==> src/rtl/mult_div_unit.sv <==
// Iterative multiply/divide unit: shift-add multiply and restoring divide over N cycles,
// followed by a sign-fix cycle that writes the architectural HI/LO registers.
module mult_div_unit #(
    parameter int N = 32
) (
    input  logic         clk,
    input  logic         reset,
    input  logic         start,
    input  logic [1:0]   op,
    input  logic [N-1:0] srcA,
    input  logic [N-1:0] srcB,
    input  logic         hi_we,
    input  logic         lo_we,
    input  logic [N-1:0] wdata,
    output logic         busy,
    output logic         done,
    output logic [N-1:0] hi,
    output logic [N-1:0] lo,
    output logic [1:0]   dbg_state
);
    localparam int CW = (N > 1) ? $clog2(N) : 1;

    // Handshake: start is accepted only on an edge where busy=0; done pulses for one
    // cycle with busy=0 and hi/lo already holding the new result.
    typedef enum logic [1:0] {
        S_IDLE = 2'd0,
        S_CALC = 2'd1,
        S_FIX  = 2'd2
    } state_t;

    state_t         state, state_nxt;
    logic [CW-1:0]  cnt;
    logic           div_q;
    logic           neg_q, neg_r, dvz;
    logic [N-1:0]   a_mag, b_mag;
    logic [2*N-1:0] acc;
    logic [N-1:0]   rem;

    logic           sgn_a, sgn_b;
    logic [N-1:0]   mag_a, mag_b;
    logic [N:0]     mul_sum;
    logic [N:0]     div_shift, div_diff;
    logic           div_ge;
    logic [2*N-1:0] prod;
    logic [N-1:0]   quot, remv;

    assign busy      = (state != S_IDLE);
    assign dbg_state = state;

    // Operand magnitudes; the most-negative value maps onto 2^(N-1) unsigned.
    always_comb begin
        sgn_a = op[0] & srcA[N-1];
        sgn_b = op[0] & srcB[N-1];
        mag_a = sgn_a ? -srcA : srcA;
        mag_b = sgn_b ? -srcB : srcB;
    end

    always_comb begin
        mul_sum   = {1'b0, acc[2*N-1:N]} + {1'b0, (acc[0] ? a_mag : {N{1'b0}})};
        div_shift = {rem, acc[N-1]};
        div_ge    = (div_shift >= {1'b0, b_mag});
        div_diff  = div_shift - {1'b0, b_mag};
        prod      = neg_q ? -acc : acc;
        quot      = neg_q ? -acc[N-1:0] : acc[N-1:0];
        remv      = neg_r ? -rem : rem;
    end

    always_ff @(posedge clk or posedge reset) begin
        if (reset) state <= S_IDLE;
        else       state <= state_nxt;
    end

    always_comb begin
        state_nxt = state;
        case (state)
            S_IDLE:  if (start) state_nxt = S_CALC;
            S_CALC:  if (cnt == CW'(N - 1)) state_nxt = S_FIX;
            S_FIX:   state_nxt = S_IDLE;
            default: state_nxt = S_IDLE;
        endcase
    end

    always_ff @(posedge clk or posedge reset) begin
        if (reset) begin
            cnt   <= '0;
            div_q <= 1'b0;
            neg_q <= 1'b0;
            neg_r <= 1'b0;
            dvz   <= 1'b0;
            a_mag <= '0;
            b_mag <= '0;
            acc   <= '0;
            rem   <= '0;
            hi    <= '0;
            lo    <= '0;
            done  <= 1'b0;
        end else begin
            done <= (state == S_FIX);
            case (state)
                S_IDLE: begin
                    if (hi_we) hi <= wdata;
                    if (lo_we) lo <= wdata;
                    if (start) begin
                        div_q <= op[1];
                        neg_q <= sgn_a ^ sgn_b;
                        neg_r <= sgn_a;
                        dvz   <= op[1] && (srcB == '0);
                        a_mag <= mag_a;
                        b_mag <= mag_b;
                        cnt   <= '0;
                        rem   <= '0;
                        // Low half carries the multiplier or the dividend to be shifted out.
                        acc   <= {{N{1'b0}}, (op[1] ? mag_a : mag_b)};
                    end
                end
                S_CALC: begin
                    cnt <= (cnt == CW'(N - 1)) ? '0 : cnt + CW'(1);
                    if (div_q) begin
                        acc[N-1:0] <= {acc[N-2:0], div_ge};
                        rem        <= div_ge ? div_diff[N-1:0] : div_shift[N-1:0];
                    end else begin
                        acc <= {mul_sum, acc[N-1:1]};
                    end
                end
                S_FIX: begin
                    if (div_q) begin
                        lo <= dvz ? {N{1'b1}} : quot;
                        hi <= remv;
                    end else begin
                        hi <= prod[2*N-1:N];
                        lo <= prod[N-1:0];
                    end
                end
                default: ;
            endcase
        end
    end
endmodule

==> config.mk <==
export PLATFORM = sky130hd
export DESIGN_NAME = mult_div_unit
export DESIGN_NICKNAME = d
export VERILOG_FILES = /design/src/rtl/mult_div_unit.sv
export SDC_FILE = /design/constraint.sdc
export NUM_CORES = 1
export LEC_CHECK = 0
export CAP_MARGIN = 15
export CORE_MARGIN = 10
export CORE_UTILIZATION = 49
export DETAILED_ROUTE_END_ITERATION = 12
export PLACE_DENSITY = 0.75
export SLEW_MARGIN = 20
export SYNTH_ARGS = -nofsm -noshare
export SYNTH_HDL_FRONTEND = slang
export SYNTH_SLANG_ARGS = --single-unit
export TNS_END_PERCENT = 20
==> constraint.sdc <==
create_clock -name clk -period 11.65 [get_ports clk]
set_input_delay 2.9125 -clock clk [delete_from_list [all_inputs] [get_ports clk]]
set_output_delay 2.9125 -clock clk [all_outputs]
set_load 0.005 [all_outputs]
; ---- Word-level counts from Yosys, hierarchy flattened
; Index checks and enable logic that the tools add are counted.
[word_totals]
register_bits = 236
out_inout_bits = 68
word_cells = 76
[op_classes]
add_sub_neg = 8
magnitude_cmp = 1
n_eq_ne = 9
n_mux = 28
bitwise = 3
reduce_logical = 13
[op_table]
columns = op, count
row1 = 32-bit two-way mux, 16
row2 = 32-bit one-hot mux with 2 select lines, 3
row3 = 64-bit two-way mux, 2
row4 = 32-bit negator, 4
row5 = 64-bit one-hot mux with 2 select lines, 1
row6 = 64-bit negator, 1
row7 = 32-bit by 32-bit adder with 33-bit output, 1
row8 = 33-bit by 32-bit >= comparator with 1-bit output, 1
row9 = 32-bit zero test, 1
row10 = 32-bit subtractor, 1
row11 = 2-bit inequality test (second input constant), 6
row12 = 5-bit two-way mux, 2
row13 = 5-bit one-hot mux with 2 select lines, 1
row14 = 2-bit AND reduction, 5
row15 = 3-bit AND reduction, 2
row16 = 2-bit nonzero test, 3
row17 = 5-bit by 1-bit adder with 5-bit output (second input constant), 1
row18 = 5-bit equality test (second input constant), 1
row19 = 2-bit two-way mux, 2
row20 = 2-bit one-hot mux with 2 select lines, 1
row21 = 1-bit bitwise AND, 2
row22 = 2-bit by 1-bit equality test with 1-bit output (second input constant), 1
row23 = 2-bit equality test (second input constant), 1
row24 = 2-bit zero test, 1
row25 = 2 further kinds, 2

; ---- Longest topological paths before layout
; Gate-level depths: netlist (run 1).
[logic_depth]
word_depth = 5
ltp_mapped = 14
depth_no_buf = 13

; ---- Worst setup path before layout (run 1)
; No wires, ideal clock.
[synth_timing]
path_type = input-to-reg
startpoint = input port srcB[9]
endpoint = register acc[27]
setup_ps = 137
t_arrival_ps = 5024
t_required_ps = 11513
setup_slack_ps = 6489
stages = 9
n_path_buf = 0
path_cell_list = or4_1 nor4_1 and3b_1 nand3_1 o31ai_1 xor2_1 nand2b_1 a221oi_1 a21oi_1
[synth_between]
elab_chain_cells = 5
[synth_lines]
columns = item, line
row1 = start: declaration, 11  ; input logic [N-1:0] srcB,
row2 = 32-bit negator, 55  ; mag_b = sgn_b ? -srcB : srcB;
row3 = 32-bit two-way mux, 55
row4 = 32-bit two-way mux, 113  ; acc <= {{N{1'b0}}, (op[1] ? mag_a : mag_b)};
row5 = 64-bit two-way mux, 103  ; if (start) begin
row6 = 64-bit one-hot mux with 2 select lines, 99  ; case (state)
row7 = end signal: assignment, 113
row8 = end signal: indexed assignment, 119  ; acc[N-1:0] <= {acc[N-2:0], div_ge};
row9 = end signal: assignment, 122  ; acc <= {mul_sum, acc[N-1:1]};
row10 = end: declaration, 36  ; logic [2*N-1:0] acc;
; Every way passes these cells. The select of a mux whose other input is x is not followed.
; A chain may end at the register's enable or synchronous reset.

; ---- Worst setup path after layout (run 1)
[layout_timing]
startpoint = input port srcA[3]
endpoint = register acc[27]
[layout_between]
elab_chain_cells = 5
[layout_lines]
columns = item, line
row1 = start: declaration, 10  ; input logic [N-1:0] srcA,
row2 = 32-bit negator, 54  ; mag_a = sgn_a ? -srcA : srcA;
row3 = 32-bit two-way mux, 54
row4 = 32-bit two-way mux, 113
row5 = 64-bit two-way mux, 103
row6 = 64-bit one-hot mux with 2 select lines, 99
; Every way passes these cells. The select of a mux whose other input is x is not followed.

==> run summary, run 1 <==
status: complete, no violations
grt total ovfl: 0
postcts setup bufs: 0
number of synthesized flops with an enable pin: 0
Top delay family on crit path: simple AND/OR/NAND/NOR gates
Slowest cell on crit path: or4_1
net switching power figure: 0.00313 W
Placer Congestion: 0.976
Synth Instances: 2108
via count: 16794
Slew @ Worst Pin: 1.10 ns
initial antenna violation count: 0
Post-Syn Area: 17300 um^2
Std-Cell Core Area: 34600 um^2
FF+latch count, synth: 236
Starting Density: 49.9%
CTS tree: done
sw frac: 47.8%
Clock transition at path regs: 0.06 ns
asr flop ratio synth: 100%
Synth area leader: dfrtp_1
post-DP HPWL: 47.2 mm
Pins Over Slew Limit: 0
crit path max fanout: 5
Nets: 2366
Clk pwr share: 14.9%
Main synth FF type: dfrtp_1
drt pass-1 iters: 6
via-per-instance ratio: 6.30
Root Driver: clkbuf_16
CP endpoint kind: register
power density cells: 323 nW/um^2
most frequent cell after synthesis: nand2_1
leakage power: 8.31 nW
largest net degree at the start of global routing: 143
Cell Chain, Critical Path: clkdlybuf4s50_1 > or4_1 > nor3_1 > and2_1 > nand2_1 > o31ai_1 > xor2_1 > a21oi_1 > a221oi_1 > a21oi_1
Worst EP required: 12.05 ns
Final setup violation count: 0
Post-Route WL: 62.5 mm
Max IR drop VDD: 0.000179 V
min Tclk post-route: 5.65 ns
cts repair resizes: 0
chip height: 208 um
CTS hold repair buffers: 0
Min Hold Slack: 0.479 ns
synthesis-to-finish area growth: 17.1%
CP peak stage delay: 0.60 ns
Setup WS pre-CTS: 5.56 ns
clock sinks: 236
share of the synthesized area in the top cell type: 34.2%
RSZ-0062 raised after global routing: no
DIE AREA: 43100 um^2
CP Buf/Inv Count: 1
HP Class: reg -> reg
count of final hold-check violations: 0
first-pass GRT wire length: 96.4 mm
Top Ports: 171
fmax: 177 MHz
IO buf count: 170
Die Wd: 208 um
Avg WL per Cell: 23.4 um
Syn Nets: 2283
critical path type: in -> reg
Most common cell on crit path: a21oi_1
DRC viols: 0
share of cells above drive strength 1: 4.43%
Fill cells: 3118
Max Cap Viol: 0
met2 WL: 27.2 mm
htree depth: 1
DRT met1 WL: 27.1 mm
syn avg cell area: 8.19 um^2
CTS max path bufs: 3
top post-synthesis cells by count: nand2_1 (265), dfrtp_1 (236), o21ai_0 (161)
sequential area share after synthesis: 34.2%
Final ANT Viol Nets: 0
Seq pwr share: 27.4%
Iter 0 DRT Violations: 1741
cts bufs inserted: 28
setup TNS: 0 ns
Synth Warn #: 0
met3 WL: 5.26 mm
Clock Latency Late Sink: 0.56 ns
vias in the first global route: 16109
GRT Resource Usage Total: 27.7%
Slew HR: 26.8%
row count: 68
Worst EP arrival: 6.06 ns
final worst-path cycle share: 48.5%
internal power: 0.00341 W
top layer in use: met4
r2r setup slk: 7.28 ns
combinational share of power: 57.7%
largest cells by area after synthesis: dfrtp_1 (34%), nand2_1 (5.8%), xnor2_1 (5.4%)
Netlist cell types: 69
worst setup margin: 6.00 ns
critical path startpoint category: input pin
Worst Skew: 0.0114 ns
ANT cells: 0
==> path summary, 6_finish.rpt <==
| path | from | endpoint | depth (start not counted) |
|---|---|---|---|
| worst max-delay path | srcA[3] | acc[27] | 10 |
| worst min register to register | a_mag[8] | a_mag[8] | 2 |
| worst min-delay path | a_mag[8] | a_mag[8] | 2 |
| min in group asynchronous | reset | hi[2] | 2 |
| max in group asynchronous | reset | div_q | 3 |
| worst max register to register | acc[31] | rem[28] | 13 |
==> through the flow <==
step	power [W]	instances	utilization (%)	instance area, um^2
5_1_grt	0.00699	2667	58.4	20200
4_1_cts	0.00647	2667	58.4	20200
2_1_floorplan	0.00420	2108	-	17300
6_report	0.00653	2667	58.4	20200
3_3_place_gp	0.00540	2616	55.5	19200
3_5_place_dp	0.00548	2616	55.5	19200
==> cells in the final DEF, fill, tap and decap left out, types with 48 or more instances in the layout <==
cell type / netlist / routed
xnor2_1: 107 / 107
clkdlybuf4s50_1: 0 / 169
o21ai_1: 95 / 95
dfrtp_1: 236 / 235
xor2_1: 89 / 89
nand2_1: 265 / 263
a21oi_1: 145 / 145
o21ai_0: 161 / 161
ha_1: 70 / 70
inv_1: 70 / 69
nor2_1: 106 / 105
mux2i_1: 48 / 48
a211oi_1: 58 / 58
==> tightest hold or removal path, delay by kind of cell (launching register included) <==
kind	cells	cell delay, ns
and+or+nand+nor	1	0.04
DFF	1	0.34
AOI/OAI and AO/OA	1	0.06
==> area by class of cell <==
cell class                      instances  area, um^2  share of cell area (%)
Clock buffer                           38         820                    4.05
Clock inverter                         13         196                   0.971
Inverter                               70         270                    1.34
Multi-Input combinational cell       1668       10600                    52.5
Sequential cell                       236        5910                    29.2
Tap cell                              455         569                    2.82
Timing Repair Buffer                  187        1840                    9.08
==> power groups by stage <==
stage / clock network [W] / logic, W / registers [W]
6_report: 0.000973 / 0.00377 / 0.00179
5_1_grt: 0.00102 / 0.00416 / 0.00182
3_3_place_gp: 0 / 0.00364 / 0.00175
3_5_place_dp: 0 / 0.00371 / 0.00177
2_1_floorplan: 0 / 0.00271 / 0.00150
4_1_cts: 0.000978 / 0.00373 / 0.00176
==> per-layer routing <==
layer  track usage (%)  up-vias
met5                 0        -
met4              11.9        0
met3              4.81      131
met2              41.7      797
met1              38.3     8091
li1                  -     7775
==> flip-flops by register name, indices dropped and copies added (netlist names) <==
signal / flops
acc: 64
a_mag: 32
b_mag: 32
hi: 32
lo: 32
rem: 32
cnt: 5
dbg_state: 2
div_q: 1
done: 1
dvz: 1
neg_q: 1
neg_r: 1
==> logic make-up after synthesis <==
group / count (synthesis) / share of synthesized area, %
AOI/OAI and AO/OA: 728 / 26.1
xor gates and xnor gates: 196 / 9.94
adders and majority gates: 72 / 5.31
buffers and inverters: 204 / 4.44
DFF: 236 / 34.2
muxes: 48 / 2.78
and+or+nand+nor: 624 / 17.2
(Power assumes the default switching activity.)
==> run 2: changes to the inputs <==
Settings changed: PLACE_DENSITY 0.75 to 0.78.
Clock period 11.65 ns to 4.8 ns, I/O delays scaled along.
==> run 2 against run 1 <==
First-iteration DRC count up 3.8%. Final area up 0.14%. Highest routed layer unchanged. Critical path type is now reg -> reg. Die area unchanged. Total power up 140%. Utilization up 0.079 points. Register-to-register slack worse by 6.5 ns. Critical endpoint is now acc[57]. Wire length down 0.36%. Setup slack worse by 5.2 ns. Sequential power up 140%. Count of clock-buffer cells in the layout down 6. Combinational power up 150%.
==> run summary, run 2 (same netlist as run 1, synthesis figures left out) <==
CTS hold repair buffers: 0
HP Class: reg -> reg
row count: 68
GRT Resource Usage Total: 27.4%
post-DP HPWL: 48.5 mm
CTS max path bufs: 3
fmax: 248 MHz
Starting Density: 49.9%
synthesis-to-finish area growth: 17.3%
Final ANT Viol Nets: 0
CTS tree: done
worst setup path start: acc[0]
via count: 16848
Fill cells: 3110
Max IR drop VDD: 0.000365 V
Post-Route WL: 62.2 mm
status: complete, no violations
Final Non-Filler Cells: 2676
RR Startpoint: acc[0]
commonest non-fill, non-tap cell in the layout: nand2_1
via-per-instance ratio: 6.30
Worst Skew: 0.0146 ns
RSZ-0062 raised after global routing: no
largest net degree at the start of global routing: 88
cts bufs inserted: 26
multi-input logic area: 10600 um^2
chip height: 208 um
IO buf count: 170
crit path max fanout: 31
grt total ovfl: 0
CP endpoint kind: register
commonest non-fill, non-tap cells in the layout: nand2_1 (264), dfrtp_1 (235), clkdlybuf4s50_1 (169)
Pins Over Slew Limit: 0
setup TNS: 0 ns
ANT cells: 0
Clock transition at path regs: 0.07 ns
postcts setup bufs: 0
Placer Congestion: 0.941
DIE AREA: 43100 um^2
Worst EP required: 5.24 ns
final worst-path cycle share: 84.2%
min Tclk post-route: 4.04 ns
DRC viols: 0
drt pass-1 iters: 5
Avg WL per Cell: 23.3 um
Top Ports: 171
Slew @ Worst Pin: 1.06 ns
dpl cells: 2627
Die Wd: 208 um
Biggest register: acc
Root Driver: clkbuf_16
initial antenna violation count: 0
Max Cap Viol: 0
htree depth: 1
vias in the first global route: 15793
critical path startpoint category: register
Clock Latency Late Sink: 0.56 ns
critical path type: reg -> reg
Hold Crit Start: a_mag[24]
Slew HR: 29.0%
register area: 5910 um^2
first-pass GRT wire length: 94.7 mm
Worst EP arrival: 4.48 ns
clock sinks: 236
worst setup margin: 0.760 ns
Std-Cell Core Area: 34600 um^2
cts repair resizes: 0
power density cells: 779 nW/um^2
leakage power: 8.33 nW
max reg flops: 64
Setup WS pre-CTS: 0.584 ns
Final setup violation count: 0
Tot Pwr: 0.0158 W
count of final hold-check violations: 0
share of cells above drive strength 1: 4.82%
Iter 0 DRT Violations: 1807
Nets: 2376
-- run 2: changes by cell type in the layout (fill, tap and decap cells not counted), moves of 2 or more --
cell,before,now
buf_4,16,25
inv_6,0,4
buf_12,1,3
bufinv_16,5,3
clkbuf_1,3,1
clkbuf_16,29,27
clkbuf_8,6,4
clkinvlp_4,1,3
-- run 2: worst paths after layout --
path / depth (start not counted) / to / slack [ns]
setup / recovery: 13 / acc[57] / 0.76
min in group asynchronous: 2 / acc[5] / 1.10
hold reg to reg: 2 / a_mag[24] / 0.48
setup reg to reg: 13 / acc[57] / 0.76
max in group asynchronous: 3 / b_mag[20] / 2.80
hold / removal: 2 / a_mag[24] / 0.48
-- run 2: through the flow --
| step | util [%] | instance area, um^2 | hold WS, ns |
|---|---|---|---|
| 2_1_floorplan | - | 17300 | 0.442 |
| 3_3_place_gp | 55.8 | 19300 | 0.455 |
| 3_5_place_dp | 55.8 | 19300 | 0.470 |
| 4_1_cts | 58.4 | 20200 | 0.485 |
| 5_1_grt | 58.5 | 20300 | 0.497 |
| 6_report | 58.5 | 20300 | 0.483 |
-- run 2: worst max-delay path, cell delays in order (launching register included) --
cell       delay, ns
dfrtp_1         0.60
buf_4           0.31
and2_1          0.16
ha_1            0.25
nor2b_1         0.16
o31ai_1         0.48
a211oi_1        0.23
o31ai_1         0.45
a2111oi_0       0.20
buf_4           0.18
o2111ai_1       0.20
a41oi_1         0.15
or3_1           0.32
a31o_1          0.22
-- run 2: report_power, final --
part / internal, W / switching (W) / total, W / leakage (nW)
logic: 0.00391 / 0.00538 / 0.00930 / 5.02
registers: 0.00295 / 0.00137 / 0.00432 / 2.86
clock network: 0.00126 / 0.000905 / 0.00216 / 0.451
-- run 2: layout make-up --
type / instances / area share [%]
Sequential cell: 236 / 29.2
Tap cell: 455 / 2.81
Timing Repair Buffer: 199 / 9.74
Inverter: 70 / 1.32
Clock buffer: 32 / 3.63
Clock inverter: 16 / 0.902
Multi-Input combinational cell: 1668 / 52.4
-- run 2: metal layers --
metal  vias up  wire length, um  track usage (%)
li1       7817                -                -
met1      8022            27200             38.7
met2       873            26200             40.6
met3       136             5910             4.38
met4         0             2890             11.4
met5         -                0                0
